**src/rtl/alu_exec_pkg.sv**
```systemverilog
// alu_exec_pkg: shared types, opcode/funct3 encodings and the instruction-to-op decoder
// for the RV32I execute stage.
`default_nettype none

package alu_exec_pkg;

    typedef enum logic [1:0] {
        IDLE  = 2'd0,
        SHIFT = 2'd1,
        DONE  = 2'd2
    } state_t;

    localparam logic [2:0] F3_ADD  = 3'b000;
    localparam logic [2:0] F3_SLL  = 3'b001;
    localparam logic [2:0] F3_SLT  = 3'b010;
    localparam logic [2:0] F3_SLTU = 3'b011;
    localparam logic [2:0] F3_XOR  = 3'b100;
    localparam logic [2:0] F3_SR   = 3'b101;
    localparam logic [2:0] F3_OR   = 3'b110;
    localparam logic [2:0] F3_AND  = 3'b111;

    localparam logic [6:0] OP_IMM   = 7'b0010011;
    localparam logic [6:0] OP_REG   = 7'b0110011;
    localparam logic [6:0] OP_LOAD  = 7'b0000011;
    localparam logic [6:0] OP_STORE = 7'b0100011;
    localparam logic [6:0] OP_LUI   = 7'b0110111;
    localparam logic [6:0] OP_AUIPC = 7'b0010111;

    typedef enum logic [3:0] {
        ALU_ADD  = 4'd0,
        ALU_SUB  = 4'd1,
        ALU_SLL  = 4'd2,
        ALU_SLT  = 4'd3,
        ALU_SLTU = 4'd4,
        ALU_XOR  = 4'd5,
        ALU_SRL  = 4'd6,
        ALU_SRA  = 4'd7,
        ALU_OR   = 4'd8,
        ALU_AND  = 4'd9,
        ALU_ZERO = 4'd10
    } alu_op_t;

    function automatic alu_op_t decode_op(
        input logic       alu_en,
        input logic [6:0] opcode,
        input logic [2:0] funct3,
        input logic       funct1
    );
        alu_op_t op;
        op = ALU_ZERO;
        if (!alu_en) begin
            op = ALU_ZERO;
        end else if (opcode == OP_LOAD || opcode == OP_STORE ||
                     opcode == OP_LUI  || opcode == OP_AUIPC) begin
            // Address generation and upper-immediate forms always add.
            op = ALU_ADD;
        end else begin
            case (funct3)
                F3_ADD:  op = (opcode == OP_REG && funct1) ? ALU_SUB : ALU_ADD;
                F3_SLL:  op = ALU_SLL;
                F3_SLT:  op = ALU_SLT;
                F3_SLTU: op = ALU_SLTU;
                F3_XOR:  op = ALU_XOR;
                F3_SR:   op = funct1 ? ALU_SRA : ALU_SRL;
                F3_OR:   op = ALU_OR;
                F3_AND:  op = ALU_AND;
                default: op = ALU_ZERO;
            endcase
        end
        return op;
    endfunction

    function automatic logic is_shift(input alu_op_t op);
        return (op == ALU_SLL) || (op == ALU_SRL) || (op == ALU_SRA);
    endfunction

endpackage

`default_nettype wire

```
**src/rtl/alu_exec_core.sv**
```systemverilog
// alu_logic_core: combinational single-cycle ALU result; shift ops pass A through
// because nonzero shifts are performed iteratively by the caller.
`default_nettype none

module alu_logic_core
    import alu_exec_pkg::*;
#(
    parameter int N = 32
) (
    input  logic [3:0]   op,
    input  logic [N-1:0] a,
    input  logic [N-1:0] b,
    output logic [N-1:0] y
);

    always_comb begin
        y = '0;
        case (alu_op_t'(op))
            ALU_ADD:  y = a + b;
            ALU_SUB:  y = a - b;
            ALU_SLT:  y = {{(N-1){1'b0}}, ($signed(a) < $signed(b))};
            ALU_SLTU: y = {{(N-1){1'b0}}, (a < b)};
            ALU_XOR:  y = a ^ b;
            ALU_OR:   y = a | b;
            ALU_AND:  y = a & b;
            ALU_SLL,
            ALU_SRL,
            ALU_SRA:  y = a;
            default:  y = '0;
        endcase
    end

endmodule

`default_nettype wire

```
**src/rtl/alu_exec.sv**
```systemverilog
// alu_exec: RV32I execute stage with valid/ready handshake; single-cycle logic/arith/compare
// ops and iterative one-bit-per-cycle shifts.
`default_nettype none

module alu_exec
    import alu_exec_pkg::*;
#(
    parameter int N = 32
) (
    input  logic         CLK,
    input  logic         RESET_N,
    input  logic         IN_VALID,
    output logic         IN_READY,
    input  logic [N-1:0] DATA0,
    input  logic [N-1:0] DATA1,
    input  logic         ALU_EN,
    input  logic [6:0]   OPCODE,
    input  logic [2:0]   FUNCT3,
    input  logic         FUNCT1,
    output logic         OUT_VALID,
    input  logic         OUT_READY,
    output logic [N-1:0] RESULT,
    output logic         ZERO,
    output logic         BUSY
);

    localparam int SW = $clog2(N);

    state_t          state;
    state_t          state_next;
    alu_op_t         op_in;
    alu_op_t         shift_op;
    logic [N-1:0]    work;
    logic [N-1:0]    shifted;
    logic [SW-1:0]   count;
    logic [N-1:0]    core_y;
    logic            accept;
    logic            start_shift;
    logic            last_shift;

    assign op_in       = decode_op(ALU_EN, OPCODE, FUNCT3, FUNCT1);
    assign IN_READY    = (state == IDLE) || ((state == DONE) && OUT_READY);
    assign accept      = IN_VALID && IN_READY;
    assign start_shift = accept && is_shift(op_in) && (DATA1[SW-1:0] != '0);
    assign last_shift  = (state == SHIFT) && (count == SW'(1));

    alu_logic_core #(
        .N (N)
    ) u_core (
        .op (op_in),
        .a  (DATA0),
        .b  (DATA1),
        .y  (core_y)
    );

    // SRA keeps the sign bit in place, so the latched DATA0 MSB is replicated each step.
    always_comb begin
        shifted = {1'b0, work[N-1:1]};
        case (shift_op)
            ALU_SLL: shifted = {work[N-2:0], 1'b0};
            ALU_SRA: shifted = {work[N-1], work[N-1:1]};
            default: shifted = {1'b0, work[N-1:1]};
        endcase
    end

    always_ff @(posedge CLK or negedge RESET_N) begin
        if (!RESET_N) begin
            state <= IDLE;
        end else begin
            state <= state_next;
        end
    end

    always_comb begin
        state_next = state;
        case (state)
            IDLE: begin
                if (accept) state_next = start_shift ? SHIFT : DONE;
            end
            SHIFT: begin
                if (last_shift) state_next = DONE;
            end
            DONE: begin
                if (OUT_READY) begin
                    if (accept) state_next = start_shift ? SHIFT : DONE;
                    else        state_next = IDLE;
                end
            end
            default: state_next = IDLE;
        endcase
    end

    always_ff @(posedge CLK or negedge RESET_N) begin
        if (!RESET_N) begin
            RESULT    <= '0;
            ZERO      <= 1'b0;
            OUT_VALID <= 1'b0;
            BUSY      <= 1'b0;
            work      <= '0;
            count     <= '0;
            shift_op  <= ALU_ZERO;
        end else begin
            OUT_VALID <= (state_next == DONE);
            BUSY      <= (state_next == SHIFT);

            if (start_shift) begin
                work     <= DATA0;
                count    <= DATA1[SW-1:0];
                shift_op <= op_in;
            end else if (state == SHIFT) begin
                work  <= shifted;
                count <= count - SW'(1);
            end

            if (accept && !start_shift) begin
                RESULT <= core_y;
                ZERO   <= (core_y == '0);
            end else if (last_shift) begin
                RESULT <= shifted;
                ZERO   <= (shifted == '0);
            end
        end
    end

endmodule

`default_nettype wire

```
**config.mk**
```make
export PLATFORM = sky130hd
export DESIGN_NAME = alu_exec
export DESIGN_NICKNAME = d
export VERILOG_FILES = /design/src/rtl/alu_exec_pkg.sv /design/src/rtl/alu_exec_core.sv /design/src/rtl/alu_exec.sv
export SDC_FILE = /design/constraint.sdc
export NUM_CORES = 1
export LEC_CHECK = 0
export ABC_AREA = 0
export BUFFER_PORTS_ARGS = -buffer_cell sky130_fd_sc_hd__buf_2
export CAP_MARGIN = 20
export CORE_AREA = 3 3 145 147
export CTS_CLUSTER_SIZE = 14
export DETAILED_ROUTE_END_ITERATION = 8
export DIE_AREA = 0 0 148 150
export GPL_TIMING_DRIVEN = 1
export PLACE_DENSITY_LB_ADDON = 0.15
export SYNTH_ARGS = -nofsm -noshare
export SYNTH_HDL_FRONTEND = slang
export SYNTH_SLANG_ARGS = --single-unit
```
**constraint.sdc**
```tcl
create_clock -name CLK -period 4.9 [get_ports CLK]
set_input_delay 1.47 -clock CLK [delete_from_list [all_inputs] [get_ports CLK]]
set_output_delay 1.47 -clock CLK [all_outputs]
set_load 0.01 [all_outputs]
```
### Word-level counts from Yosys, hierarchy flattened

Cells that the tools add are included.

| storage, ports and cells | value |
|---|---|
| memory bits (read-only) | 0 |
| flip-flop bits (word level) | 78 |
| logic and storage cells | 88 |
| input bits | 80 |
| latch bits | 0 |
| memories | 0 |
| memory bits (writable) | 0 |

| operators by class | value |
|---|---|
| add/sub/neg operators | 3 |
| shifts and indexed selects | 0 |
| bitwise operators | 3 |
| divide/modulo/power cells | 0 |
| order comparisons | 2 |
| equality and inequality tests | 28 |
| reductions and logical operators | 23 |
| multiply operators | 0 |
| mux-type cells | 21 |

Operator list:

| operator | count |
|---|---|
| 32-bit case mux with 8 select lines | 1 |
| 32-bit 2-to-1 mux | 4 |
| 32-bit logical NOT | 2 |
| 32-bit < comparator | 2 |
| 32-bit case mux with 2 select lines | 1 |
| 32-bit adder | 1 |
| 32-bit bitwise AND | 1 |
| 32-bit OR | 1 |
| 4-bit case mux with 8 select lines | 1 |
| 32-bit subtractor | 1 |
| 32-bit XOR | 1 |
| 7-bit by 6-bit == test with 1-bit output, second input constant | 3 |
| 4-bit by 3-bit == test with 1-bit output, second input constant | 5 |
| 3-bit == test, second input constant | 4 |
| 4-bit by 2-bit == test with 1-bit output, second input constant | 3 |
| 2-bit 2-to-1 mux | 5 |
| 5-bit 2-to-1 mux | 2 |
| 4-bit == test, second input constant | 2 |
| 4-bit 2-to-1 mux | 2 |
| 7-bit by 2-bit == test with 1-bit output, second input constant | 1 |
| 7-bit by 5-bit == test with 1-bit output, second input constant | 1 |
| 1-bit logical AND | 7 |
| 3-bit by 2-bit == test with 1-bit output, second input constant | 2 |
| 1-bit logical OR | 6 |
| 15 further kinds | 21 |

### Logic depth before layout (Yosys ltp)

Gate-level depths: netlist of run 1.

| depth | value |
|---|---|
| word-level depth | 16 |
| depth in mapped cells | 15 |
| mapped depth without buffers | 15 |

### Modules after synthesis

From an unflattened synthesis of run 1, not the netlist that was laid out.

| unflattened totals | value |
|---|---|
| cells, all modules | 1,235 |
| area total of the unflattened synthesis | 9,475.3 um2 |

Modules (own cells, without submodules):

| module | area each (um2) | cells each | seq. area each (um2) | instances |
|---|---|---|---|---|
| alu_logic_core | 5,353.9 | 817 | 0.0 | 1 |
| alu_exec | 4,121.5 | 418 | 1,954.4 | 1 |

### Worst setup path after synthesis of run 1

No wires, ideal clock.

| timing path | value |
|---|---|
| path kind | input to register |
| from | in DATA0[0] |
| to | reg ZERO |
| data arrival time | 4,364 ps |
| cell stages on the path | 12 |
| slack | 470 ps |
| library setup time | 66 ps |
| path buffers | 0 |
| data required time | 4,834 ps |
| cell sequence | ha_1 fa_1 a211oi_1 o211ai_1 a21o_1 o41a_1 a221o_1 a221o_1 nor3_1 nand3_1 nor4_1 a31o_1 |

| between the ends | value |
|---|---|
| cells in the longest elaborated chain, start to end | 4 |
| elaborated cells on any way between the ends | 10 |
| classes of those cells | add/sub: 2; order compare: 2; mux: 2; bitwise: 3; reduce/logical: 1 |

Ends and longest elaborated chain:

| what | RTL line | source |
|---|---|---|
| start, declared | alu_exec.sv:14 | `input logic [N-1:0] DATA0,` |
| 32-bit subtractor (tied with other cells) | alu_exec_core.sv:20 | `ALU_SUB: y = a - b;` |
| 32-bit case mux with 8 select lines * | alu_exec_core.sv:18 | `case (alu_op_t'(op))` |
| 32-bit logical NOT * | alu_exec.sv:117 | `ZERO <= (core_y == '0);` |
| 1-bit 2-to-1 mux * | alu_exec.sv:115 | `if (accept && !start_shift) begin` |
| end signal, assigned | alu_exec.sv:117 |  |
| end signal, assigned | alu_exec.sv:120 | `ZERO <= (shifted == '0);` |
| end, declared | alu_exec.sv:23 | `output logic ZERO,` |

Every way passes the cells marked *; elsewhere a longest branch is shown, timed or not.
A chain may end at the register's enable or synchronous reset.

### Worst setup path after layout of run 1

Ends and elaborated chain as after synthesis.

==> results of run 1 <==
==> cell usage after synthesis, drive strengths merged, types with 5 or more instances <==
library cell  count  area [sq um]
o22ai             9          56.3
xnor2             6          52.6
buf              20           100
clkbuf           63           236
nor2            105           404
nand4            18           113
a31oi             9          62.6
o221ai           41           359
o211ai           31           243
or4               6          45.0
dfrtp            76          1900
nor2b            17           106
a2111oi           6          52.6
o221a             6          67.6
and2             10          62.6
o41ai             5          43.8
nand2b           12          75.1
inv             100           375
o21bai            9          67.6
a221oi           19           173
ha               99          1240
nand3            23           115
o31ai            17           128
and3              9          56.3
a311oi            6          52.6
or2               6          37.5
o2111ai           5          43.8
a211oi           31           238
nor4             10          62.6
a211o             7          61.3
a21oi           109           546
a221o            23           230
o21a              7          52.6
a22oi            18           135
nand2           115           437
a21o             19           143
mux2i            37           370
o211a             5          50.1
nor3             30           155
o21ai            82           422
==> critical path, delay by kind of cell <==
kind | cells | cell delay [ns]
buffers and inverters | 4 | 0.41
AND/OR/NAND/NOR | 5 | 0.90
AO/OA/AOI/OAI | 6 | 1.83
adder cells (fa/ha/maj) | 2 | 0.39
==> cells by family (layout without fill, tap and decap cells) <==
logic type,Yosys count,after routing,share of synthesized area [%]
AOI/OAI and AO/OA,504,504,36.4
and+or+nand+nor,386,386,19.0
xor gates and xnor gates,9,9,0.873
muxes,37,37,3.75
buffers and inverters,183,473,7.20
adders and majority gates,101,101,12.9
DFF,78,78,19.8
other,0,1,0
==> path summary, 6_finish.rpt <==
check	from	endpoint	cells past startpoint
min in group asynchronous	RESET_N	work[25]$_DFFE_PN0P_	1
min	RESULT[24]$_DFFE_PN0P_	RESULT[24]$_DFFE_PN0P_	2
max in group asynchronous	RESET_N	RESULT[1]$_DFFE_PN0P_	1
min reg2reg	RESULT[24]$_DFFE_PN0P_	RESULT[24]$_DFFE_PN0P_	2
max	DATA0[0]	ZERO$_DFFE_PN0P_	17
max reg2reg	count[1]$_DFFE_PN0P_	ZERO$_DFFE_PN0P_	12
==> cell type report <==
| class | instances | share of cell area, % |
|---|---|---|
| Antenna cell | 1 | 0.0197 |
| Clock buffer | 12 | 2.10 |
| Clock inverter | 3 | 0.335 |
| Inverter | 100 | 2.96 |
| Multi-Input combinational cell | 1037 | 57.4 |
| Sequential cell | 78 | 15.4 |
| Tap cell | 270 | 2.66 |
| Timing Repair Buffer | 358 | 19.1 |
==> registers in the layout, summed over array words and instances (netlist names) <==
name       count
count          5
shift_op       4
OUT_VALID      1
work          32
ZERO           1
state          2
BUSY           1
RESULT        32
==> report_power, final <==
| group | leakage, nW | switching (mW) | internal, mW |
|---|---|---|---|
| clock network | 0.151 | 0.256 | 0.432 |
| logic | 4.92 | 1.36 | 0.950 |
| registers | 0.971 | 0.228 | 0.929 |
==> what timing repair did <==
item / in CTS / in global routing
endpoints found under the hold margin: 0 / 0
buffers inserted: 0 / 0
setup endpoints to repair: 1 / 2
resized for setup: 1 / 11
==> routing by layer <==
layer	vias up	part of all wire (%)	track usage [%]
met5	-	0	0
met4	0	7.0	21.3
met3	165	8.6	6.45
met2	653	45	60.4
met1	5628	40	47.9
li1	5493	-	-
==> through the flow <==
step | cells | cell area (sq um) | setup TNS [ns]
after floorplan | 1298 | 9890 | 0
after global placement | 1843 | 12300 | -0.623
after detailed placement | 1843 | 12300 | -0.819
after CTS | 1858 | 12700 | 0
after global routing | 1858 | 12700 | 0
final | 1859 | 12700 | 0
==> results.cfg, run 1 <==
[cells_and_area]
final_util_pct = 63.4
final_cell_mix = 242 x buf_4, 114 x buf_2, 113 x nand2_1
multi_input_area_sq_um = 7300
ff_latch_area_sq_um = 1950
nFillCells = 1866
nNetsFinal = 1765
final_common_cell = buf_4
syn_to_final_growth_pct = 28.5
drive_above_1_share_pct = 26.6

[routing]
drt_pass1_iterations = 5
drtIter0Drc = 1147
vias_per_cell = 6.42
vias = 11939
drtAntennaViolNets = 0
drc = 0
wl_per_cell_microns = 23.0
drt-total-wl_microns = 42700

[global_routing]
grt_usage_pct = 37.6
grt_pass1_vias = 11621
gr-total-overflow = 0
grt_pass1_wl_microns = 65200
antenna_found_initial = 1
grt_max_degree = 79

[cts]
clk_latency_ns = 0.34
ctsLongestPathBuffers = 2
cts_buffers = 9
cts_max_level = 3
cts_sinks = 78
ctsRootBufferMaster = clkbuf_16
path_clk_slew_ns = 0.06
cts_tree = built
cts_hold_buf = 0

[synth]
ys_ff_latch = 78
synth_edf_count = 0
syn_inst = 1298
ys.warnings.count = 0
avgSynthCellArea_sq_um = 7.62
synth_ff_type = dfrtp_1
ys_types = 90
async_flop_share_pct = 100
syn_area_sq_um = 9890
syn_nets = 1479
ys_seq_area_share_pct = 19.8

[sta]
hold_ws_ns = 0.483
hold_viol = 0
finalCritPeriodShare_pct = 96.4
fin_crit_ns = 4.72
tightest_slew_ns = 1.02
fmax_mhz = 212
setup_slack_ns = 0.178
grt_setup_unrepaired = false
finClkSkew_ns = 0.00665
final_max_slew_viol_count = 0
setup_viol = 0
max_slew_margin_pct = 31.7

[critical_path]
path_class = input pin to flop
path_cells = buf_2 > inv_1 > ha_1 > inv_1 > fa_1 > nand2b_1 > a2111o_1 > a31oi_2 > buf_4 > o21ai_1 > and2_1 > a221o_1 > a221o_1 > nor3_1 > nand3_1 > nor4_2 > a31o_1
worst_ep_required_time_ns = 5.17
cp.arrival_ns = 5.00
critPathCaptureType = flop
crit_fanout = 5
r2r_setup_slack_ns = 1.78
critPathMaxStageDelay_ns = 0.46
crit_path_top_delay_cell = a2111o_1
start_kind = input pin

[die]
dieArea_sq_um = 22200
die_y_microns = 150
core_region_area_sq_um = 20000
placementRows = 52
start_util_pct = 49.3
ioPinCount = 116
die-width_microns = 148

[power]
powerDensity_nw_per_um2 = 327
power_leakage_nw = 6.05
total_power_mw = 4.15
ir_worst_vdd_mv = 0.258

[place]
place_ws_ns = -0.333
numPortBuffers = 115
gp_congestion = 1.03
dp.final_hpwl_microns = 34000

[hold_path]
worstHoldPathType = flop to flop

[job]
drv_cap = 0

[status]
outcome = complete, no violations
Power figures use the tool's default switching activity.
==> inputs of run 2 (changes only) <==
--- a/config.mk
+++ b/config.mk
@@ -7,7 +7,6 @@
 export LEC_CHECK = 0
 export ABC_AREA = 0
 export BUFFER_PORTS_ARGS = -buffer_cell sky130_fd_sc_hd__buf_2
-export CAP_MARGIN = 20
 export CORE_AREA = 3 3 145 147
 export CTS_CLUSTER_SIZE = 14
 export DETAILED_ROUTE_END_ITERATION = 8
==> constraint.sdc (replaced) <==
create_clock -name CLK -period 4.9 [get_ports CLK]
set_input_delay 0.49 -clock CLK [delete_from_list [all_inputs] [get_ports CLK]]
set_output_delay 0.49 -clock CLK [all_outputs]
set_load 0.01 [all_outputs]
==> run 2 against run 1 <==
Sequential share of layout area grew 2.3 points; register-to-register slack better by 0.03 ns; sequential power about the same; design area decreased by 13%; core utilization is 8.3 points lower; global-route usage fell by 2.1 points; wire length decreased by 4.8%; critical path depth fell by 3; sequential cell count did not move; power decreased by 6.7%; setup slack gained 0.61 ns; clock power down 11%; critical endpoint unchanged; highest routed layer unchanged.
==> results.cfg, run 2 (same netlist as run 1, synthesis figures left out) <==
[hold_path]
worstHoldPathType = input pin to asynchronous set/reset pin

[status]
outcome = complete, no violations

[power]
ir_worst_vdd_mv = 0.255
power_leakage_nw = 5.02
powerDensity_nw_per_um2 = 351

[routing]
wl_per_cell_microns = 24.6
drc = 0
vias_per_cell = 6.80
drt-total-wl_microns = 40600
drt_pass1_iterations = 6
drtAntennaViolNets = 0
drtIter0Drc = 1125
vias = 11221

[cts]
cts_sinks = 78
cts_tree = built
cts_hold_buf = 0
ctsRootBufferMaster = clkbuf_16
cts_max_level = 3
clk_latency_ns = 0.34
cts_buffers = 9
postCtsSetupBuffers = 0
cts_resized = 0
ctsLongestPathBuffers = 2
path_clk_slew_ns = 0.06

[die]
core_region_area_sq_um = 20000
dieArea_sq_um = 22200
ioPinCount = 116
start_util_pct = 49.3
die_y_microns = 150
die-width_microns = 148
placementRows = 52

[sta]
tightest_slew_ns = 1.45
final_max_slew_viol_count = 0
fmax_mhz = 243
hold_ws_ns = 0.303
tns_ns = 0
finClkSkew_ns = 0.00510
setup_viol = 0
finalCritPeriodShare_pct = 83.9
max_slew_margin_pct = 3.41
hold_viol = 0
grt_setup_unrepaired = false
fin_crit_ns = 4.11

[critical_path]
worst_ep_required_time_ns = 5.18
cp.arrival_ns = 4.39
path_class = input pin to flop
critPathCaptureType = flop
crit_fanout = 5
start_kind = input pin

[cells_and_area]
final_common_cell = buf_2
multi_input_area_sq_um = 7250
syn_to_final_growth_pct = 11.6
top_regs = RESULT (32), work (32), count (5)
drive_above_1_share_pct = 14.9
final_cell_mix = 114 x buf_2, 113 x nand2_1, 108 x a21oi_1
nFillCells = 2008
num_antenna_cells = 0
ff_latch_area_sq_um = 1950
nNetsFinal = 1558

[global_routing]
grt_max_degree = 79
antenna_found_initial = 0
gr-total-overflow = 0
grt_pass1_vias = 10653
met3_usage_pct = 6.78
gr-usage-met1_pct = 46.0
grt_pass1_wl_microns = 61600
use_met2_pct = 54.3
top_usage_layer = met2
grt_usage_pct = 35.5

[place]
dp.final_hpwl_microns = 31000
numPortBuffers = 115
gp_congestion = 1.09

[job]
drv_cap = 0
## run 2: power breakdown
| group | switching [mW] | internal (mW) | total [mW] | leakage, nW |
|---|---|---|---|---|
| logic | 1.31 | 0.791 | 2.10 | 3.91 |
| clock network | 0.260 | 0.352 | 0.612 | 0.135 |
| registers | 0.232 | 0.929 | 1.16 | 0.971 |
## run 2: layout make-up
type	instances	area share [%]
Clock buffer	11	2.20
Clock inverter	4	0.215
Inverter	100	3.40
Multi-Input combinational cell	1037	65.7
Sequential cell	78	17.7
Tap cell	270	3.06
Timing Repair Buffer	151	7.69
## run 2: worst paths after layout
path                                   startpoint  slack, ns  depth (start not counted)                      to
min reg2reg                RESULT[26]$_DFFE_PN0P_       0.49                          1  RESULT[26]$_DFFE_PN0P_
min in group CLK                         DATA1[3]       0.43                          3    count[3]$_DFFE_PN0P_
max                                      DATA1[1]       0.79                         14        ZERO$_DFFE_PN0P_
min                                       RESET_N       0.30                          1    work[27]$_DFFE_PN0P_
max reg2reg                  count[1]$_DFFE_PN0P_       1.81                         12        ZERO$_DFFE_PN0P_
max in group asynchronous                 RESET_N       3.95                          1   RESULT[6]$_DFFE_PN0P_
## run 2: per-stage QoR
step           util, %  area (sq um)  total power, mW  cells  setup slack (ns)
6_report          55.1         11000             3.87   1651             0.790
5_1_grt           55.1         11000             4.12   1651             0.554
4_1_cts           55.1         11000             3.83   1651             0.911
3_5_place_dp      53.7         10800             3.21   1636             0.592
3_3_place_gp      53.7         10800             3.19   1636             0.607
2_1_floorplan        -          9890             2.47   1298              1.45
## run 2: metal layers
layer | routed length, microns | vias to the layer above
met1 | 15900 | 5244
met2 | 17500 | 744
met4 | 3120 | 0
met5 | 0 | -
met3 | 4130 | 167
li1 | - | 5066
## run 2: critical path, stage by stage
cell and delay, ns:
buf_2 0.16, inv_1 0.11, ha_1 0.37, o21bai_1 0.12, o211ai_1 0.46, a2111oi_0 0.27, a2111oi_0 0.76, o221a_2 0.32
o21ai_0 0.21, a21oi_1 0.19, nor4b_2 0.25, nand3_1 0.16, nor4_1 0.33, a31o_1 0.18
==> inputs of run 3 (changes only) <==
==> constraint.sdc (replaced) <==
create_clock -name CLK -period 3.9 [get_ports CLK]
set_input_delay 0.39 -clock CLK [delete_from_list [all_inputs] [get_ports CLK]]
set_output_delay 0.39 -clock CLK [all_outputs]
set_load 0.01 [all_outputs]
==> run 3 against run 2 <==
Global-route usage increased by 2.2 points; critical endpoint unchanged; setup slack worse by 0.67 ns; first-iteration DRC count is 1.2% lower; sequential power up 26%; sequential cell count unchanged; largest power group unchanged; clock power up 34%; power is 33% higher; design area up 13%.
==> results.cfg, run 3 (same netlist as run 1, synthesis figures left out) <==
[status]
outcome = complete, no violations

[place]
postPlaceCellArea_sq_um = 12100
numPortBuffers = 115
place_ws_ns = -0.177
gp_congestion = 1.04
dp.final_hpwl_microns = 33900
dp_cells = 1813

[cts]
clk_latency_ns = 0.34
ctsLongestPathBuffers = 2
cts_tree = built
cts_buffers = 9
postCtsSetupBuffers = 0
path_clk_slew_ns = 0.07
cts_hold_buf = 0
cts_sinks = 78
ctsRootBufferMaster = clkbuf_16
cts_max_level = 3
cts_resized = 0

[sta]
tightest_slew_ns = 1.00
fmax_mhz = 265
tns_ns = 0
finClkSkew_ns = 0.0110
max_slew_margin_pct = 33.2
hold_viol = 0
setup_viol = 0
fin_crit_ns = 3.77
setup_slack_ns = 0.125
grt_setup_unrepaired = false
finalCritPeriodShare_pct = 96.8
final_max_slew_viol_count = 0

[cells_and_area]
nNetsFinal = 1735
drive_above_1_share_pct = 25.0
final_common_cell = buf_4
multi_input_area_sq_um = 7270
num_antenna_cells = 0
top_regs = RESULT (32), work (32), count (5)
syn_to_final_growth_pct = 25.7
final_area_sq_um = 12400
final_cells = 1829
ff_latch_area_sq_um = 1950
final_cell_mix = 213 x buf_4, 114 x buf_2, 113 x nand2_1
nFillCells = 1908

[routing]
drtAntennaViolNets = 0
drt_pass1_iterations = 7
vias = 11889
drtIter0Drc = 1111
vias_per_cell = 6.50
drc = 0
drt-total-wl_microns = 43000
wl_per_cell_microns = 23.5

[die]
core_region_area_sq_um = 20000
placementRows = 52
ioPinCount = 116
die-width_microns = 148
start_util_pct = 49.3
dieArea_sq_um = 22200
die_y_microns = 150

[critical_path]
critPathCaptureType = flop
startpoint = FUNCT3[2]
crit_fanout = 22
path_class = input pin to flop
start_kind = input pin
worst_ep_required_time_ns = 4.14
reg2reg_from = count[1]$_DFFE_PN0P_
cp.arrival_ns = 4.01

[power]
powerDensity_nw_per_um2 = 414
ir_worst_vdd_mv = 0.332
total_power_mw = 5.15
power_leakage_nw = 5.88

[global_routing]
grt_pass1_vias = 11479
antenna_found_initial = 0
grt_pass1_wl_microns = 65200
grt_usage_pct = 37.7
gr-total-overflow = 0
grt_max_degree = 79

[job]
drv_cap = 0

[hold_path]
worstHoldPathType = input pin to asynchronous set/reset pin
## run 3: cell count changes in the layout (fill, tap and decap cells not counted), moves of 2 or more
cell        before  now
nor4_2           0    2
buf_4           37  213
clkinvlp_4       0    2
nor4_1          10    8
clkinv_2         3    1
clkbuf_8         1    3
## run 3: worst paths after layout
check                           slack [ns]  cells after the start                     end
worst max-delay path                  0.13                     13        ZERO$_DFFE_PN0P_
worst min-delay path                  0.22                      1  RESULT[25]$_DFFE_PN0P_
worst max register to register        0.88                     11        ZERO$_DFFE_PN0P_
worst min register to register        0.49                      2  RESULT[24]$_DFFE_PN0P_
max in group asynchronous             3.04                      1   RESULT[4]$_DFFE_PN0P_
min in group CLK                      0.42                      4    count[4]$_DFFE_PN0P_
## run 3: cell type report
class	count	area share, %
tap	270	2.72
clock buffer	12	2.15
timing repair buffer	328	17.6
sequential	78	15.7
clock inverter	4	0.232
multi-input combinational	1037	58.5
inverter	100	3.02
## run 3: worst max-delay path, stage by stage
cell and delay, ns:
buf_2 0.19, nor4b_1 0.86, o21ai_2 0.25, and2_1 0.30, buf_4 0.21, buf_4 0.23
o41ai_1 0.61, mux2i_1 0.21, o21ai_0 0.30, nor3_1 0.08, nand3_1 0.11, nor4_2 0.06
a31o_1 0.18
## run 3: stage by stage
step / hold WS, ns / utilization [%]
2_1_floorplan: 0.0944 / -
3_3_place_gp: 0.475 / 60.4
3_5_place_dp: 0.472 / 60.4
5_1_grt: 0.282 / 62.0
4_1_cts: 0.263 / 61.9
6_report: 0.219 / 62.0
## run 3: layer usage
metal / vias to the layer above / GRT usage [%] / wire (microns)
li1: 5424 / - / -
met3: 177 / 6.51 / 4180
met4: 0 / 24.2 / 3420
met2: 747 / 59.6 / 18700
met5: - / 0 / 0
met1: 5541 / 47.6 / 16700
## run 3: power breakdown
part / internal [mW] / switching (mW)
sequential: 1.17 / 0.293
combinational: 1.17 / 1.69
clock: 0.484 / 0.338
total: 2.82 / 2.33
